$ cat src/rtl/writeback_arbiter.sv
// writeback_arbiter: merges the integer pipe, the mul/div unit and the FPU
// onto the single register-file write port. The mul and fpu results each wait
// in a one-entry holding register. When both are held, a round-robin pointer
// picks between them. A held entry that keeps losing to the integer pipe stalls
// that pipe until the entry is written.
// Optional feature macro: WB_PERF_EN adds the perf_stall_cnt,
// perf_conflict_cnt and perf_x0_drop_cnt output counters.
module writeback_arbiter #(
  parameter int STARVE_LIMIT = 4,
  parameter int XLEN         = 32
) (
  input  logic            clk,
  input  logic            rst,
  input  logic            int_valid,
  input  logic [4:0]      int_rd,
  input  logic [XLEN-1:0] int_data,
  input  logic            mul_valid,
  output logic            mul_ready,
  input  logic [4:0]      mul_rd,
  input  logic [XLEN-1:0] mul_data,
  input  logic            fpu_valid,
  output logic            fpu_ready,
  input  logic [4:0]      fpu_rd,
  input  logic [XLEN-1:0] fpu_data,
  input  logic            fpu_to_fpr,
  output logic            stall_int,
  output logic [4:0]      write_reg,
  output logic [XLEN-1:0] write_data,
  output logic            reg_write,
  output logic            FPR_GPR_sel
`ifdef WB_PERF_EN
  ,
  output logic [31:0]     perf_stall_cnt,
  output logic [31:0]     perf_conflict_cnt,
  output logic [31:0]     perf_x0_drop_cnt
`endif
);

  localparam int WW = (STARVE_LIMIT < 1) ? 1 : $clog2(STARVE_LIMIT + 1);
  localparam logic [WW-1:0] LIMIT = WW'(STARVE_LIMIT);

  // Entry index 0 is mul/div and entry index 1 is the FPU.
  logic [1:0]            in_valid;
  logic [1:0][4:0]       in_rd;
  logic [1:0][XLEN-1:0]  in_data;
  logic [1:0]            in_fpr;

  logic [1:0]            full;
  logic [1:0][4:0]       ent_rd;
  logic [1:0][XLEN-1:0]  ent_data;
  logic [1:0]            ent_fpr;
  logic [1:0][WW-1:0]    wait_next;

  logic                  ptr_reg;     // 0 = mul is next, 1 = fpu is next
  logic                  int_grant;
  logic [1:0]            ent_grant;
  logic                  any_grant;
  logic                  x0_drop;
  logic [4:0]            win_rd;
  logic [XLEN-1:0]       win_data;
  logic                  win_fpr;

  assign in_valid = {fpu_valid, mul_valid};
  assign in_rd    = {fpu_rd, mul_rd};
  assign in_data  = {fpu_data, mul_data};
  assign in_fpr   = {fpu_to_fpr, 1'b0};   // mul results always target the GPR file

  // Ready depends only on the stored occupancy, never on the incoming valid.
  assign mul_ready = ~full[0];
  assign fpu_ready = ~full[1];

  // Grant selection: an unstalled int result wins, then the held entries (round robin).
  always_comb begin
    int_grant = int_valid && !stall_int;
    ent_grant = 2'b00;
    if (!int_grant) begin
      if (full == 2'b11) begin
        ent_grant = ptr_reg ? 2'b10 : 2'b01;
      end else begin
        ent_grant = full;
      end
    end
  end

  // Winner data mux feeding the output register.
  always_comb begin
    win_rd   = int_rd;
    win_data = int_data;
    win_fpr  = 1'b0;
    if (ent_grant[1]) begin
      win_rd   = ent_rd[1];
      win_data = ent_data[1];
      win_fpr  = ent_fpr[1];
    end else if (ent_grant[0]) begin
      win_rd   = ent_rd[0];
      win_data = ent_data[0];
      win_fpr  = ent_fpr[0];
    end
  end

  assign any_grant = int_grant || (ent_grant != 2'b00);
  // A GPR write to x0 consumes the grant but never reaches the register file.
  assign x0_drop   = any_grant && !win_fpr && (win_rd == 5'd0);

  genvar gi;
  generate
    for (gi = 0; gi < 2; gi++) begin : g_entry
      logic            full_reg;
      logic [4:0]      rd_reg;
      logic [XLEN-1:0] data_reg;
      logic            fpr_reg;
      logic [WW-1:0]   wait_reg;
      logic [WW-1:0]   wait_calc;

      // Wait counter: counts lost cycles while held, saturating; clears when empty or granted.
      always_comb begin
        wait_calc = '0;
        if (full_reg && !ent_grant[gi]) begin
          wait_calc = (wait_reg < LIMIT) ? wait_reg + WW'(1) : wait_reg;
        end
      end

      // Holding register: frees on grant, captures on valid while empty.
      always_ff @(posedge clk) begin
        if (rst) begin
          full_reg <= 1'b0;
          rd_reg   <= '0;
          data_reg <= '0;
          fpr_reg  <= 1'b0;
          wait_reg <= '0;
        end else begin
          if (ent_grant[gi]) begin
            full_reg <= 1'b0;
          end else if (in_valid[gi] && !full_reg) begin
            full_reg <= 1'b1;
            rd_reg   <= in_rd[gi];
            data_reg <= in_data[gi];
            fpr_reg  <= in_fpr[gi];
          end
          wait_reg <= wait_calc;
        end
      end

      assign full[gi]      = full_reg;
      assign ent_rd[gi]    = rd_reg;
      assign ent_data[gi]  = data_reg;
      assign ent_fpr[gi]   = fpr_reg;
      assign wait_next[gi] = wait_calc;
    end
  endgenerate

  // Stall mirrors the saturated counters, so it drops at the same edge the starved entry is written.
  always_ff @(posedge clk) begin
    if (rst) begin
      stall_int <= 1'b0;
    end else begin
      stall_int <= (wait_next[0] >= LIMIT) || (wait_next[1] >= LIMIT);
    end
  end

  // Round-robin pointer moves to the other entry after an entry grant.
  always_ff @(posedge clk) begin
    if (rst) begin
      ptr_reg <= 1'b0;
    end else if (ent_grant[0]) begin
      ptr_reg <= 1'b1;
    end else if (ent_grant[1]) begin
      ptr_reg <= 1'b0;
    end
  end

  // Output register: one cycle after the grant; the address/data hold when nothing is written.
  always_ff @(posedge clk) begin
    if (rst) begin
      reg_write   <= 1'b0;
      write_reg   <= '0;
      write_data  <= '0;
      FPR_GPR_sel <= 1'b0;
    end else begin
      reg_write <= any_grant && !x0_drop;
      if (any_grant && !x0_drop) begin
        write_reg   <= win_rd;
        write_data  <= win_data;
        FPR_GPR_sel <= win_fpr;
      end
    end
  end

`ifdef WB_PERF_EN
  logic conflict;
  assign conflict = (int_valid && full[0]) || (int_valid && full[1]) || (full[0] && full[1]);

  // Performance counters, free-running and wrapping.
  always_ff @(posedge clk) begin
    if (rst) begin
      perf_stall_cnt    <= '0;
      perf_conflict_cnt <= '0;
      perf_x0_drop_cnt  <= '0;
    end else begin
      if (stall_int) perf_stall_cnt <= perf_stall_cnt + 32'd1;
      if (conflict)  perf_conflict_cnt <= perf_conflict_cnt + 32'd1;
      if (x0_drop)   perf_x0_drop_cnt <= perf_x0_drop_cnt + 32'd1;
    end
  end
`endif

`ifndef SYNTHESIS
  // Flags an int result offered while the pipe is stalled; that result is lost.
  always_ff @(posedge clk) begin
    if (!rst) begin
      assert (!(int_valid && stall_int))
        else $error("writeback_arbiter: int_valid asserted while stall_int is high");
    end
  end
`endif

endmodule

$ cat config.mk
export PLATFORM = sky130hd
export DESIGN_NAME = writeback_arbiter
export DESIGN_NICKNAME = d
export VERILOG_FILES = /design/src/rtl/writeback_arbiter.sv
export SDC_FILE = /design/constraint.sdc
export NUM_CORES = 1
export LEC_CHECK = 0
export CORE_UTILIZATION = 49
export CTS_CLUSTER_SIZE = 8
export DETAILED_ROUTE_END_ITERATION = 10
export GPL_TIMING_DRIVEN = 0
export PLACE_DENSITY = 0.8
export REMOVE_ABC_BUFFERS = 1
export SETUP_SLACK_MARGIN = 0.5
export SKIP_LAST_GASP = 1
export SLEW_MARGIN = 15
export SYNTH_ARGS = -nofsm -noshare
export SYNTH_HDL_FRONTEND = slang
export SYNTH_SLANG_ARGS = --single-unit
$ cat constraint.sdc
create_clock -name clk -period 3.25 [get_ports clk]
set_clock_uncertainty 0.2 [all_clocks]
set_input_delay 0.975 -clock clk [delete_from_list [all_inputs] [get_ports clk]]
set_output_delay 0.975 -clock clk [all_outputs]
set_load 0.01 [all_outputs]
Yosys cells after proc, flatten, opt, wreduce, memory -nomap -nowiden
Index checks and enable logic that the tools add are counted.
{"block": "word_totals", "input_bits": 117, "output_inout_bits": 42, "word_cells": 63, "n_memories": 0, "register_bits": 124, "mem_bits_ro": 0, "latch_bits": 0, "mem_bits_rw": 0}
{"block": "op_classes", "shift": 0, "div": 0, "mux": 14, "reduce_logical": 23, "n_eq_ne": 1, "bitwise": 4, "addsub": 2, "order_cmp": 4, "mul": 0}
{"cell": "2-to-1 mux 32 bit", "n": 2}
{"cell": "2-to-1 mux 3 bit", "n": 4}
{"cell": "2-to-1 mux 5 bit", "n": 2}
{"cell": "logical AND 1 bit", "n": 8}
{"cell": "zero test 1 bit", "n": 7}
{"cell": "adder 3 x 1 -> 3 bit, second input constant", "n": 2}
{"cell": ">= comparator 3 bit, second input constant", "n": 2}
{"cell": "less-than comparator 3 bit, second input constant", "n": 2}
{"cell": "2-to-1 mux 2 bit", "n": 3}
{"cell": "zero test 5 bit", "n": 1}
{"cell": "inverter 1 bit", "n": 4}
{"cell": "AND reduction 2 bit", "n": 2}
{"cell": "OR reduction 2 bit", "n": 2}
{"cell": "2-to-1 mux 1 bit", "n": 3}
{"cell": "== test 2 bit, second input constant", "n": 1}
{"cell": "logical OR 1 bit", "n": 2}
{"cell": "nonzero test 2 bit", "n": 1}

Logic depth before layout (Yosys ltp)
Gate-level depths: netlist (run 1).
{"block": "logic_depth", "word_depth": 9, "mapped_depth": 10, "depth_no_buf": 6}

Worst setup path before layout (run 1)
OpenSTA, ideal clock, no wires.
{"block": "synth_path", "kind": "input port to flip-flop", "startpoint": "input port int_valid", "endpoint": "register reg_write", "cell_stages": 8, "t_required_ns": 2.935, "path_buffers": 2, "arrival_ns": 2.322, "setup_time_ns": 0.115, "slack_ns": 0.613, "path_cell_list": "nand2b_1 nand3_1 buf_4 a22oi_2 o22ai_1 or3_1 buf_2 and2_1"}
{"block": "synth_between", "elab_chain_len": 8, "elab_cells_between_ends": 13, "cone_classes": "4 x mux; 9 x reduce/logical"}
{"item": "start: declaration", "line": "14", "rtl": "input logic int_valid,"}
{"item": "logical AND 1 bit (*)", "line": "74", "rtl": "int_grant = int_valid && !stall_int;"}
{"item": "2-to-1 mux 2 bit", "line": "76", "rtl": "if (!int_grant) begin"}
{"item": "2-to-1 mux 5 bit (tied with other cells)", "line": "94", "rtl": "end else if (ent_grant[0]) begin"}
{"item": "2-to-1 mux 5 bit (tied with other cells)", "line": "90", "rtl": "if (ent_grant[1]) begin"}
{"item": "zero test 5 bit or logical AND 1 bit (tied branches)", "line": "103", "rtl": "assign x0_drop = any_grant && !win_fpr && (win_rd == 5'd0);"}
{"item": "logical AND 1 bit", "line": "103"}
{"item": "zero test 1 bit", "line": "180", "rtl": "reg_write <= any_grant && !x0_drop;"}
{"item": "logical AND 1 bit (*)", "line": "180"}
{"item": "end signal: assignment", "line": "180"}
{"item": "end: declaration", "line": "29", "rtl": "output logic reg_write,"}
Every way passes the cells marked *; elsewhere a longest branch is shown, timed or not.
A chain may end at the register's enable or synchronous reset.

Final worst setup path (run 1)
{"block": "layout_path", "startpoint": "register g_entry[0].full_reg", "endpoint": "output port mul_ready"}
{"block": "layout_between", "elab_chain_len": 1}
{"item": "start: declaration", "line": "108", "rtl": "logic full_reg;"}
{"item": "start signal: assignment", "line": "126", "rtl": "full_reg <= 1'b0;"}
{"item": "start signal: assignment", "line": "133", "rtl": "full_reg <= 1'b0;"}
{"item": "start signal: assignment", "line": "135", "rtl": "full_reg <= 1'b1;"}
{"item": "inverter 1 bit", "line": "69", "rtl": "assign mul_ready = ~full[0];"}
{"item": "end: declaration", "line": "18", "rtl": "output logic mul_ready,"}
No other way between the ends.

==> implementation parameters, run 1 <==
Parameter                              Value

Floorplan
  Starting Density    50.9%
  Number of rows in the core area    40
  DIE WIDTH    114 um
  I/O pin total    159
  Die Y-Extent    114 um
  Total core area    0.0121 mm^2
  Die area    0.0130 mm^2

Route
  Count of antenna-violating nets left after detailed routing    0
  Total detailed-routing wirelength    20.0 mm
  Via density per instance    5.82
  Number of DRC violations after detailed routing    0
  Vias    6,483
  Detailed Routing Iterations Pass 1    5
  First-iteration detailed-routing DRC count    584
  Wire per inst    18.0 um

Critical path
  Category of cells accounting for the largest share of critical-path delay    buffers and inverters
  R2R Path Start    g_entry[1].full_reg
  Category of the critical setup timing path    register to output pin
  Critical Path Source Type    register
  Worst R2R Path Depth    7
  Endpoint class of the critical path    output pin
  Signal arrival time at the worst endpoint    1550 ps
  Worst path bufs/invs    2
  RR Endpoint    write_reg[2]
  Cell-by-cell listing of the critical path    inv_2 -> clkdlybuf4s50_1
  Critical path fanouts, max    13
  Required @ worst endpoint    2070 ps
  Worst R2R Setup Slack    690 ps
  Critical Path Max Stage Delay    550 ps
  Cell type of the slowest stage on the worst timing path    sky130_fd_sc_hd__clkdlybuf4s50_1

Clock network
  Num CTS Buffers    17
  H-Tree Depth    4
  Number of buffers on the longest clock path    2
  Buffer type at the clock tree root    sky130_fd_sc_hd__clkbuf_16
  Number of sinks handled by clock tree synthesis    124
  Clock network latency to the later pin of the worst-skew pair    430 ps
  TritonCTS clock tree    built
  CTS clk-pin slew, worst paths    60 ps

Logic synthesis
  Most used standard cell by instance count after synthesis    sky130_fd_sc_hd__nand2_1
  Synthesis warning total    0
  Number of instances in the synthesized netlist    802
  Register area share after synthesis    40.3%
  Synth cell types    38
  Share of flip-flops with an asynchronous set or reset    0%
  List of most frequent post-synthesis cells    sky130_fd_sc_hd__nand2_1, sky130_fd_sc_hd__dfxtp_1, sky130_fd_sc_hd__a21oi_1
  Main area contributors after synthesis    sky130_fd_sc_hd__dfxtp_1, sky130_fd_sc_hd__nand2_1, sky130_fd_sc_hd__nor3b_1
  Syn Std Cell Area    0.00616 mm^2
  Top cell type's share of synthesized area    40.3%
  Number of synthesized flops with an enable pin    0
  Top FF cell, synth    sky130_fd_sc_hd__dfxtp_1
  Largest area contributor in the synthesized netlist    sky130_fd_sc_hd__dfxtp_1
  Syn_area_per_cell    7.68 um^2
  Number of synthesized register bits    124

Timing
  Final critical-path required period    2720 ps
  Number of hold-slack violations in the final timing report    0
  Final hold slack    253 ps
  Final period util    83.8%
  Sum of negative setup slack    0 ps
  Final setup fails    0
  Slew Limit Fails    0
  Crit path setup slack, layout    527 ps
  Unrepaired setup endpoints after global routing    false
  Slew @ Worst Pin    865 ps
  Relative slew slack    42.1%
  Upper clock frequency limit    0.367 GHz

Power
  LEAKAGE    3.35 nW
  Power per cell area    549 mW/mm^2
  Largest voltage drop on the vdd net    383 uV
  Post-layout total power    4.90 mW

GRT
  Global Route Usage Sum    30.6%
  Antenna violations before repair    0
  Total overflow reported by the global router    0
  Number of global-route vias before repair    6,276
  Wire length of the first global-routing pass    30.9 mm
  Maximum number of pins on one net before global-route repair    120

Place
  Placed Cells incl. Taps    1,060
  Global placer's final weighted congestion    0.793
  DP Worst Slack    -1520 ps
  Total placed instance area    0.00800 mm^2
  Estimated wirelength of the detail-placed design    11.7 mm
  IO Port Bufs    158

Final layout
  Final net count    1,052
  Share of layout cells above drive strength 1    11.1%
  Fillers    904
  Diodes inserted    0
  Post-route non-filler standard cell count    1,114
  Post-layout instance area    0.00893 mm^2
  Share of the core filled with cells in the final layout    73.7%
  Synthesis-to-finish area growth    45.0%
  Max FFs per register    64

Status
  Outcome    complete, no violations

Hold path
  Hold worst-path end    g_entry[0].data_reg[30]
  Min-Delay Startpoint    g_entry[0].data_reg[30]
  Instance count along the most critical hold path    2
  Type of the worst min-delay path    register to register

Job
  Max-cap check violation count    0
-- metal layers --
metal	vias up	part of all wire (%)	track usage, %
li1	3097	-	-
met1	3088	40	35.2
met2	249	50	54.0
met3	49	6.5	6.25
met4	0	2.9	15.2
met5	-	0	0
-- placed cells by master (no fill, tap or decap), drive strengths merged, types with 2 or more instances in the layout --
| cell | synthesis | layout |
|---|---|---|
| dfxtp | 124 | 124 |
| xor2 | 2 | 2 |
| nor3b | 64 | 64 |
| clkinvlp | 0 | 3 |
| clkbuf | 53 | 20 |
| o21ai | 32 | 32 |
| ha | 2 | 2 |
| o22a | 2 | 3 |
| buf | 25 | 29 |
| or3 | 3 | 3 |
| clkdlybuf4s50 | 0 | 156 |
| inv | 4 | 5 |
| and2 | 2 | 2 |
| a22oi | 4 | 4 |
| nor2b | 4 | 4 |
| nand3 | 67 | 68 |
| bufinv | 0 | 5 |
| a31oi | 33 | 33 |
| o22ai | 3 | 3 |
| nand2 | 185 | 185 |
| nor2 | 23 | 23 |
| nor3 | 7 | 7 |
| clkinv | 0 | 5 |
| a22o | 4 | 4 |
| a21oi | 78 | 78 |
| mux2i | 34 | 34 |
| nand2b | 2 | 3 |
| o211ai | 32 | 32 |
| nor4b | 2 | 2 |
| a211oi | 6 | 6 |
-- tightest hold or removal path, delay by kind of cell, from the launching register on --
family / cells / cell delay, ps
simple gates: 1 / 50
compound gates: 1 / 50
flops: 1 / 300
-- kinds of logic after synthesis --
logic type / Yosys count / synth area share (%)
XOR/XNOR: 2 / 0.284
buffers and inverters: 82 / 5.46
adder cells (fa/ha/maj): 2 / 0.406
multiplexers: 34 / 5.52
AND/OR/NAND/NOR: 361 / 28.2
flip-flops: 124 / 40.3
AO/OA/AOI/OAI: 197 / 19.8
-- area by class of cell --
cell class	instances	area [um^2]	area share, %
repair buffers	187	2000	22.4
flip-flops and latches	124	2490	27.9
clock buffers	18	439	4.92
inverters	4	15.0	0.168
clock inverters	14	218	2.44
well taps	168	210	2.35
multi-input cells	599	3560	39.9
-- worst max-delay path by stage --
stage                              startpoint        endpoint  slack (ps)  cells after the start
after floorplan                     int_valid     FPR_GPR_sel       -1670                      6
final                     g_entry[0].full_reg       mul_ready         530                      2
after global placement                    rst       reg_write       -7050                      3
after global routing      g_entry[0].full_reg       mul_ready         500                      2
after CTS                 g_entry[0].full_reg       mul_ready         530                      2
after detailed placement            int_valid  write_data[13]       -1520                      7
-- where the power goes --
part           internal (mW)  switching, mW
sequential              1.65         0.0875
combinational          0.518          0.543
clock                   1.38          0.724
total                   3.55           1.35
-- what timing repair did --
| action | in CTS | in global routing |
|---|---|---|
| hold buffers | 0 | 0 |
| setup endpoints to repair | 48 | 13 |
| resized for setup | 25 | 5 |
| pin swaps | 8 | 8 |
| setup buffers | 9 | 9 |
| gates cloned | 2 | 2 |
(Power assumes the default switching activity.)
==> run 2, diff against run 1 <==
--- a/config.mk
+++ b/config.mk
@@ -5,11 +5,11 @@
 export SDC_FILE = /design/constraint.sdc
 export NUM_CORES = 1
 export LEC_CHECK = 0
-export CORE_UTILIZATION = 49
+export CORE_UTILIZATION = 45
 export CTS_CLUSTER_SIZE = 8
 export DETAILED_ROUTE_END_ITERATION = 10
 export GPL_TIMING_DRIVEN = 0
-export PLACE_DENSITY = 0.8
+export PLACE_DENSITY = 0.78
 export REMOVE_ABC_BUFFERS = 1
 export SETUP_SLACK_MARGIN = 0.5
 export SKIP_LAST_GASP = 1
==> constraint.sdc (replaced) <==
create_clock -name clk -period 2.3 [get_ports clk]
set_clock_uncertainty 0.2 [all_clocks]
set_input_delay 0.69 -clock clk [delete_from_list [all_inputs] [get_ports clk]]
set_output_delay 0.69 -clock clk [all_outputs]
set_load 0.01 [all_outputs]
==> run 2 against run 1 <==
The flow now finishes with violations (negative setup slack). Sequential share of layout area fell by 1.3 points. Combinational power rose by 65%. Register-to-register slack got worse by 710 ps. Sequential power rose by 41%. Die area rose by 8.7%. Non-clock buffer count rose by 38. Global-route usage rose by 0.18 points. Core utilization fell by 2.2 points. Sequential cell count did not move.
==> implementation parameters, run 2 (same netlist as run 1, synthesis figures left out) <==
Parameter                              Value

Route
  Via density per instance    5.86 (+0.78%)
  Total detailed-routing wirelength    22.6 mm (+13%)
  Count of antenna-violating nets left after detailed routing    0 (unchanged)
  Number of DRC violations after detailed routing    0 (unchanged)
  First-iteration detailed-routing DRC count    572 (-2.1%)
  Vias    6,809 (+5.0%)
  Wire per inst    19.4 um (+8.1%)
  Detailed Routing Iterations Pass 1    5 (unchanged)

Status
  Failing checks    negative setup slack
  Outcome    finished with violations

Floorplan
  Starting Density    46.3% (-4.5 points)
  Total core area    0.0133 mm^2 (+9.8%)
  DIE WIDTH    119 um (+4.3%)
  I/O pin total    159 (unchanged)
  Die Y-Extent    119 um (+4.3%)
  Number of rows in the core area    42 (+5.0%)
  Die area    0.0142 mm^2 (+8.7%)

Final layout
  Share of layout cells above drive strength 1    23.8% (+13 points)
  Diodes inserted    0 (unchanged)
  Final net count    1,092 (+3.8%)
  Share of the core filled with cells in the final layout    71.5% (-2.2 points)
  Synthesis-to-finish area growth    54.4%
  Most frequent cells in the layout    sky130_fd_sc_hd__nand2_1, sky130_fd_sc_hd__clkdlybuf4s50_1, sky130_fd_sc_hd__dfxtp_1
  Max FFs per register    64 (unchanged)
  Most common library cell in the layout ignoring fill and taps    sky130_fd_sc_hd__nand2_1
  Post-route non-filler standard cell count    1,161 (+4.2%)
  Fillers    1,029 (+14%)

Clock network
  Number of buffers on the longest clock path    2 (unchanged)
  Buffer type at the clock tree root    sky130_fd_sc_hd__clkbuf_16
  TritonCTS clock tree    built
  CTS clk-pin slew, worst paths    60 ps (about the same)
  H-Tree Depth    4 (unchanged)
  Clock network latency to the later pin of the worst-skew pair    410 ps (-20 ps)
  Number of sinks handled by clock tree synthesis    124 (unchanged)
  Num CTS Buffers    17 (unchanged)

Critical path
  Category of the critical setup timing path    register to register
  Worst R2R Setup Slack    -20 ps (-710 ps)
  Critical path fanouts, max    6 (-7)
  Endpoint class of the critical path    register
  RR Endpoint    FPR_GPR_sel
  Required @ worst endpoint    2430 ps (+360 ps)
  Capture point of the critical path    FPR_GPR_sel
  Source of the critical timing path    g_entry[1].full_reg
  Signal arrival time at the worst endpoint    2450 ps (+900 ps)
  Critical Path Source Type    register
  Worst R2R Path Depth    7 (unchanged)
  R2R Path Start    g_entry[1].full_reg

Timing
  Final period util    101%
  Final critical-path required period    2320 ps
  Unrepaired setup endpoints after global routing    true
  Final setup fails    1 (+1)
  Crit path setup slack, layout    -20.9 ps (-548 ps)
  Relative slew slack    40.2% (-2.0 points)
  Number of hold-slack violations in the final timing report    0 (unchanged)
  Sum of negative setup slack    -20.9 ps (-20.9 ps)
  Slew Limit Fails    0 (unchanged)
  Upper clock frequency limit    0.431 GHz
  Slew @ Worst Pin    896 ps (+31.4 ps)

Place
  IO Port Bufs    158 (unchanged)
  Estimated wirelength of the detail-placed design    11.1 mm (-5.1%)
  Global placer's final weighted congestion    0.786 (-0.90%)
  Placed Cells incl. Taps    1,068 (+0.75%)
  DP Worst Slack    -2060 ps (-534 ps)

Power
  Power per cell area    722 mW/mm^2 (+31%)
  LEAKAGE    3.77 nW (+13%)
  Largest voltage drop on the vdd net    489 uV (+28%)
  Post-layout total power    6.86 mW (+40%)

GRT
  Wire length of the first global-routing pass    34.2 mm (+11%)
  Antenna violations before repair    0 (unchanged)
  Number of global-route vias before repair    6,531 (+4.1%)
  Global Route Usage Sum    30.8% (+0.18 points)
  Maximum number of pins on one net before global-route repair    89 (-26%)
  Total overflow reported by the global router    0 (unchanged)

Hold path
  Min-Delay Startpoint    g_entry[0].data_reg[29]
  Type of the worst min-delay path    register to register

Job
  Max-cap check violation count    0 (unchanged)
run 2: cell types whose count changed in the layout (fill, tap and decap cells not counted), sizes merged:
cell	before	now
clkinv	5	4
clkbuf	20	25
dlygate4sd2	0	3
dlymetal6s2s	0	1
bufinv	5	2
buf	29	109
clkdlybuf4s50	156	110
bufbuf	0	1
clkinvlp	3	1
nor2	23	24
inv	5	4
and3	1	2
run 2: worst max-delay path, cell delays in order, from the launching register on:
cell	delay, ps
sky130_fd_sc_hd__dfxtp_4	400
sky130_fd_sc_hd__buf_4	160
sky130_fd_sc_hd__inv_6	50
sky130_fd_sc_hd__nor4b_4	400
sky130_fd_sc_hd__a32oi_4	150
sky130_fd_sc_hd__buf_6	170
sky130_fd_sc_hd__or3_4	440
sky130_fd_sc_hd__a211oi_2	260
run 2: area by class of cell:
type,count,area (um^2),share of cell area [%]
Clock buffer,24,492,5.17
Clock inverter,7,87.6,0.921
Inverter,4,25.0,0.263
Multi-Input combinational cell,601,3740,39.4
Sequential cell,124,2530,26.6
Tap cell,176,220,2.32
Timing Repair Buffer,225,2410,25.4
run 2: power by group:
| part | switching [mW] | total, mW | internal (mW) | leakage [nW] |
|---|---|---|---|---|
| Clock | 0.956 | 2.65 | 1.70 | 0.286 |
| Sequential | 0.118 | 2.46 | 2.34 | 1.03 |
| Combinational | 0.887 | 1.75 | 0.863 | 2.46 |
| Total | 1.96 | 6.86 | 4.90 | 3.77 |
run 2: repair_timing:
action                     4_1_cts  5_1_grt
pin swaps                       32       42
buffers inserted                41       10
cloned                           8        3
resized for setup              234       69
hold buffers                     0        0
setup endpoints to repair      166       92
run 2: worst min path at each step:
stage | end | slack, ps | depth (start not counted)
floorplan | g_entry[0].data_reg[0] | 230 | 2
global placement | g_entry[0].data_reg[23] | 240 | 2
detailed placement | g_entry[0].data_reg[28] | 250 | 2
CTS | g_entry[0].data_reg[28] | 250 | 2
global route | g_entry[0].data_reg[21] | 270 | 2
finish | g_entry[0].data_reg[29] | 250 | 2
run 2: layer usage:
metal	part of all wire, %	track usage (%)
met5	0	0
met4	3.7	13.8
met3	6.7	7.90
met2	48	49.5
met1	42	38.6
run 2: metrics by stage:
stage               hold WS, ps  area [um^2]
floorplan                   230         5840
global placement            241         7640
detailed placement          246         8010
CTS                         253         9150
global route                271         9510
finish                      250         9510
==> run 3, diff against run 2 <==
--- a/config.mk
+++ b/config.mk
@@ -5,15 +5,17 @@
 export SDC_FILE = /design/constraint.sdc
 export NUM_CORES = 1
 export LEC_CHECK = 0
+export CORE_MARGIN = 4
 export CORE_UTILIZATION = 45
 export CTS_CLUSTER_SIZE = 8
 export DETAILED_ROUTE_END_ITERATION = 10
 export GPL_TIMING_DRIVEN = 0
 export PLACE_DENSITY = 0.78
 export REMOVE_ABC_BUFFERS = 1
-export SETUP_SLACK_MARGIN = 0.5
+export SETUP_SLACK_MARGIN = 0.02
 export SKIP_LAST_GASP = 1
 export SLEW_MARGIN = 15
 export SYNTH_ARGS = -nofsm -noshare
 export SYNTH_HDL_FRONTEND = slang
 export SYNTH_SLANG_ARGS = --single-unit
+export TNS_END_PERCENT = 100
==> run 3 against run 2 <==
The run now ends clean. Hold slack better by 1.3 ps. Via count down 6.1%. Sequential power about the same. Register-to-register slack better by 60 ps. Critical endpoint unchanged.
==> implementation parameters, run 3 (same netlist as run 1, synthesis figures left out) <==
Parameter                              Value

Critical path
  Critical Path Source Type    register
  Critical path fanouts, max    6 (unchanged)
  Required @ worst endpoint    2450 ps (+20 ps)
  Worst R2R Setup Slack    40 ps (+60 ps)
  Signal arrival time at the worst endpoint    2410 ps (-40 ps)
  Category of the critical setup timing path    register to register
  Endpoint class of the critical path    register

Place
  Total placed instance area    0.00810 mm^2 (+1.1%)
  Estimated wirelength of the detail-placed design    12.3 mm (+11%)
  DP Worst Slack    -1730 ps (+323 ps)
  IO Port Bufs    158 (unchanged)
  Global placer's final weighted congestion    0.772 (-1.8%)

Timing
  Sum of negative setup slack    0 ps (+20.9 ps)
  Crit path setup slack, layout    39.2 ps (+60.1 ps)
  Unrepaired setup endpoints after global routing    true
  Number of hold-slack violations in the final timing report    0 (unchanged)
  Slew @ Worst Pin    543 ps (-353 ps)
  Final setup fails    0 (-1)
  Relative slew slack    63.7% (+24 points)
  Final period util    98.3% (-2.6 points)
  Slew Limit Fails    0 (unchanged)
  Upper clock frequency limit    0.442 GHz (+2.7%)
  Final critical-path required period    2260 ps (-60.1 ps)
  Final hold slack    252 ps (+1.34 ps)

Job
  Max-cap check violation count    0 (unchanged)

Floorplan
  Number of rows in the core area    42 (unchanged)
  Die area    0.0156 mm^2 (+10%)
  DIE WIDTH    125 um (+5.0%)
  Starting Density    46.2% (-0.18 points)
  Die Y-Extent    125 um (+5.0%)
  I/O pin total    159 (unchanged)
  Total core area    0.0133 mm^2 (+0.39%)

Power
  Clock network fraction of design power    38.0% (-0.6 points)
  Switching Share    28.4% (-0.14 points)
  Post-layout total power    6.52 mW (-5.0%)
  Power Internal    4.67 mW (-4.9%)
  Proportion of power drawn by combinational gates    24.5% (-1.0 points)
  Share of total power in sequential cells    37.5% (+1.6 points)
  LEAKAGE    3.49 nW (-7.6%)
  Power per cell area    713 mW/mm^2 (-1.2%)
  Largest voltage drop on the vdd net    598 uV (+22%)
  Net switching power of the design    1.85 mW (-5.5%)

Hold path
  Type of the worst min-delay path    register to register

Clock network
  Buffer type at the clock tree root    sky130_fd_sc_hd__clkbuf_16
  TritonCTS clock tree    built
  Cts-stage hold buffer count    0 (unchanged)
  CTS clk-pin slew, worst paths    60 ps (about the same)
  Number of buffers on the longest clock path    2 (unchanged)
  H-Tree Depth    4 (unchanged)
  Num CTS Buffers    17 (unchanged)
  Clock network latency to the later pin of the worst-skew pair    420 ps (about the same)
  Number of sinks handled by clock tree synthesis    124 (unchanged)

GRT
  Total overflow reported by the global router    0 (unchanged)
  Maximum number of pins on one net before global-route repair    91 (+2.2%)
  Global Route Usage Sum    25.3% (-5.5 points)
  Antenna violations before repair    0 (unchanged)
  Wire length of the first global-routing pass    32.1 mm (-6.1%)
  Number of global-route vias before repair    6,058 (-7.2%)

Final layout
  Fillers    1,062 (+3.2%)
  Post-layout instance area    0.00914 mm^2 (-3.9%)
  Diodes inserted    0 (unchanged)
  Final net count    1,071 (-1.9%)
  Share of layout cells above drive strength 1    12.3% (-12 points)
  Synthesis-to-finish area growth    48.4%
  Most common library cell in the layout ignoring fill and taps    sky130_fd_sc_hd__nand2_1
  Most frequent cells in the layout    sky130_fd_sc_hd__nand2_1, sky130_fd_sc_hd__clkdlybuf4s50_1, sky130_fd_sc_hd__dfxtp_1
  Max FFs per register    64 (unchanged)

Route
  Detailed Routing Iterations Pass 1    5 (unchanged)
  Vias    6,392 (-6.1%)
  Number of DRC violations after detailed routing    0 (unchanged)
  Count of antenna-violating nets left after detailed routing    0 (unchanged)
  Via density per instance    5.61 (-4.3%)
  Wire per inst    17.9 um (-7.7%)
  First-iteration detailed-routing DRC count    490 (-14%)
  Total detailed-routing wirelength    20.4 mm (-9.5%)

Status
  Outcome    complete, no violations
-- run 3: critical path, stage by stage, from the launching register on --
cell	delay, ps
sky130_fd_sc_hd__dfxtp_4	360
sky130_fd_sc_hd__nand2b_4	170
sky130_fd_sc_hd__buf_6	120
sky130_fd_sc_hd__buf_4	120
sky130_fd_sc_hd__buf_4	130
sky130_fd_sc_hd__a22oi_2	280
sky130_fd_sc_hd__o22ai_4	180
sky130_fd_sc_hd__or3_4	410
sky130_fd_sc_hd__a211oi_2	210
-- run 3: path summary, 6_finish.rpt --
kind | start | end | cells after the start
worst max-delay path | stall_int | FPR_GPR_sel | 8
worst min-delay path | g_entry[0].data_reg[25] | g_entry[0].data_reg[25] | 2
worst max register to register | stall_int | FPR_GPR_sel | 8
worst min register to register | g_entry[0].data_reg[25] | g_entry[0].data_reg[25] | 2
-- run 3: area by class of cell --
cell class	instances	area [um^2]	share of cell area (%)
flip-flops and latches	124	2490	27.3
repair buffers	208	2310	25.2
clock buffers	23	468	5.12
well taps	176	220	2.41
inverters	4	17.5	0.192
clock inverters	7	67.6	0.739
multi-input cells	597	3570	39.0
-- run 3: power groups by stage --
| stage | clock network (mW) | registers (mW) | logic (mW) |
|---|---|---|---|
| after global placement | 0 | 2.47 | 1.28 |
| after floorplan | 0 | 2.50 | 0.591 |
| after CTS | 2.50 | 2.44 | 1.58 |
| after detailed placement | 0 | 2.48 | 1.42 |
| after global routing | 2.60 | 2.46 | 1.71 |
| final | 2.48 | 2.44 | 1.60 |
-- run 3: stage by stage --
stage,std cells,util (%)
after global placement,1058,57.2
after detailed placement,1072,60.7
after floorplan,724,-
after CTS,1130,67.9
final,1139,68.5
after global routing,1139,68.5
-- run 3: repair_timing --
action / in CTS / in global routing
pin swaps: 10 / 14
gates resized for setup: 31 / 12
setup endpoints to repair: 49 / 42
cloned: 4 / 0
setup buffers: 24 / 12
-- run 3: routing by layer --
layer / share of wire (%) / track usage [%] / routed length (um) / vias up
li1: - / - / - / 3142
met1: 42 / 31.0 / 8640 / 2987
met2: 48 / 42.6 / 9860 / 219
met3: 7.1 / 7.63 / 1460 / 44
met4: 2.3 / 8.61 / 470 / 0
met5: 0 / 0 / 0 / -
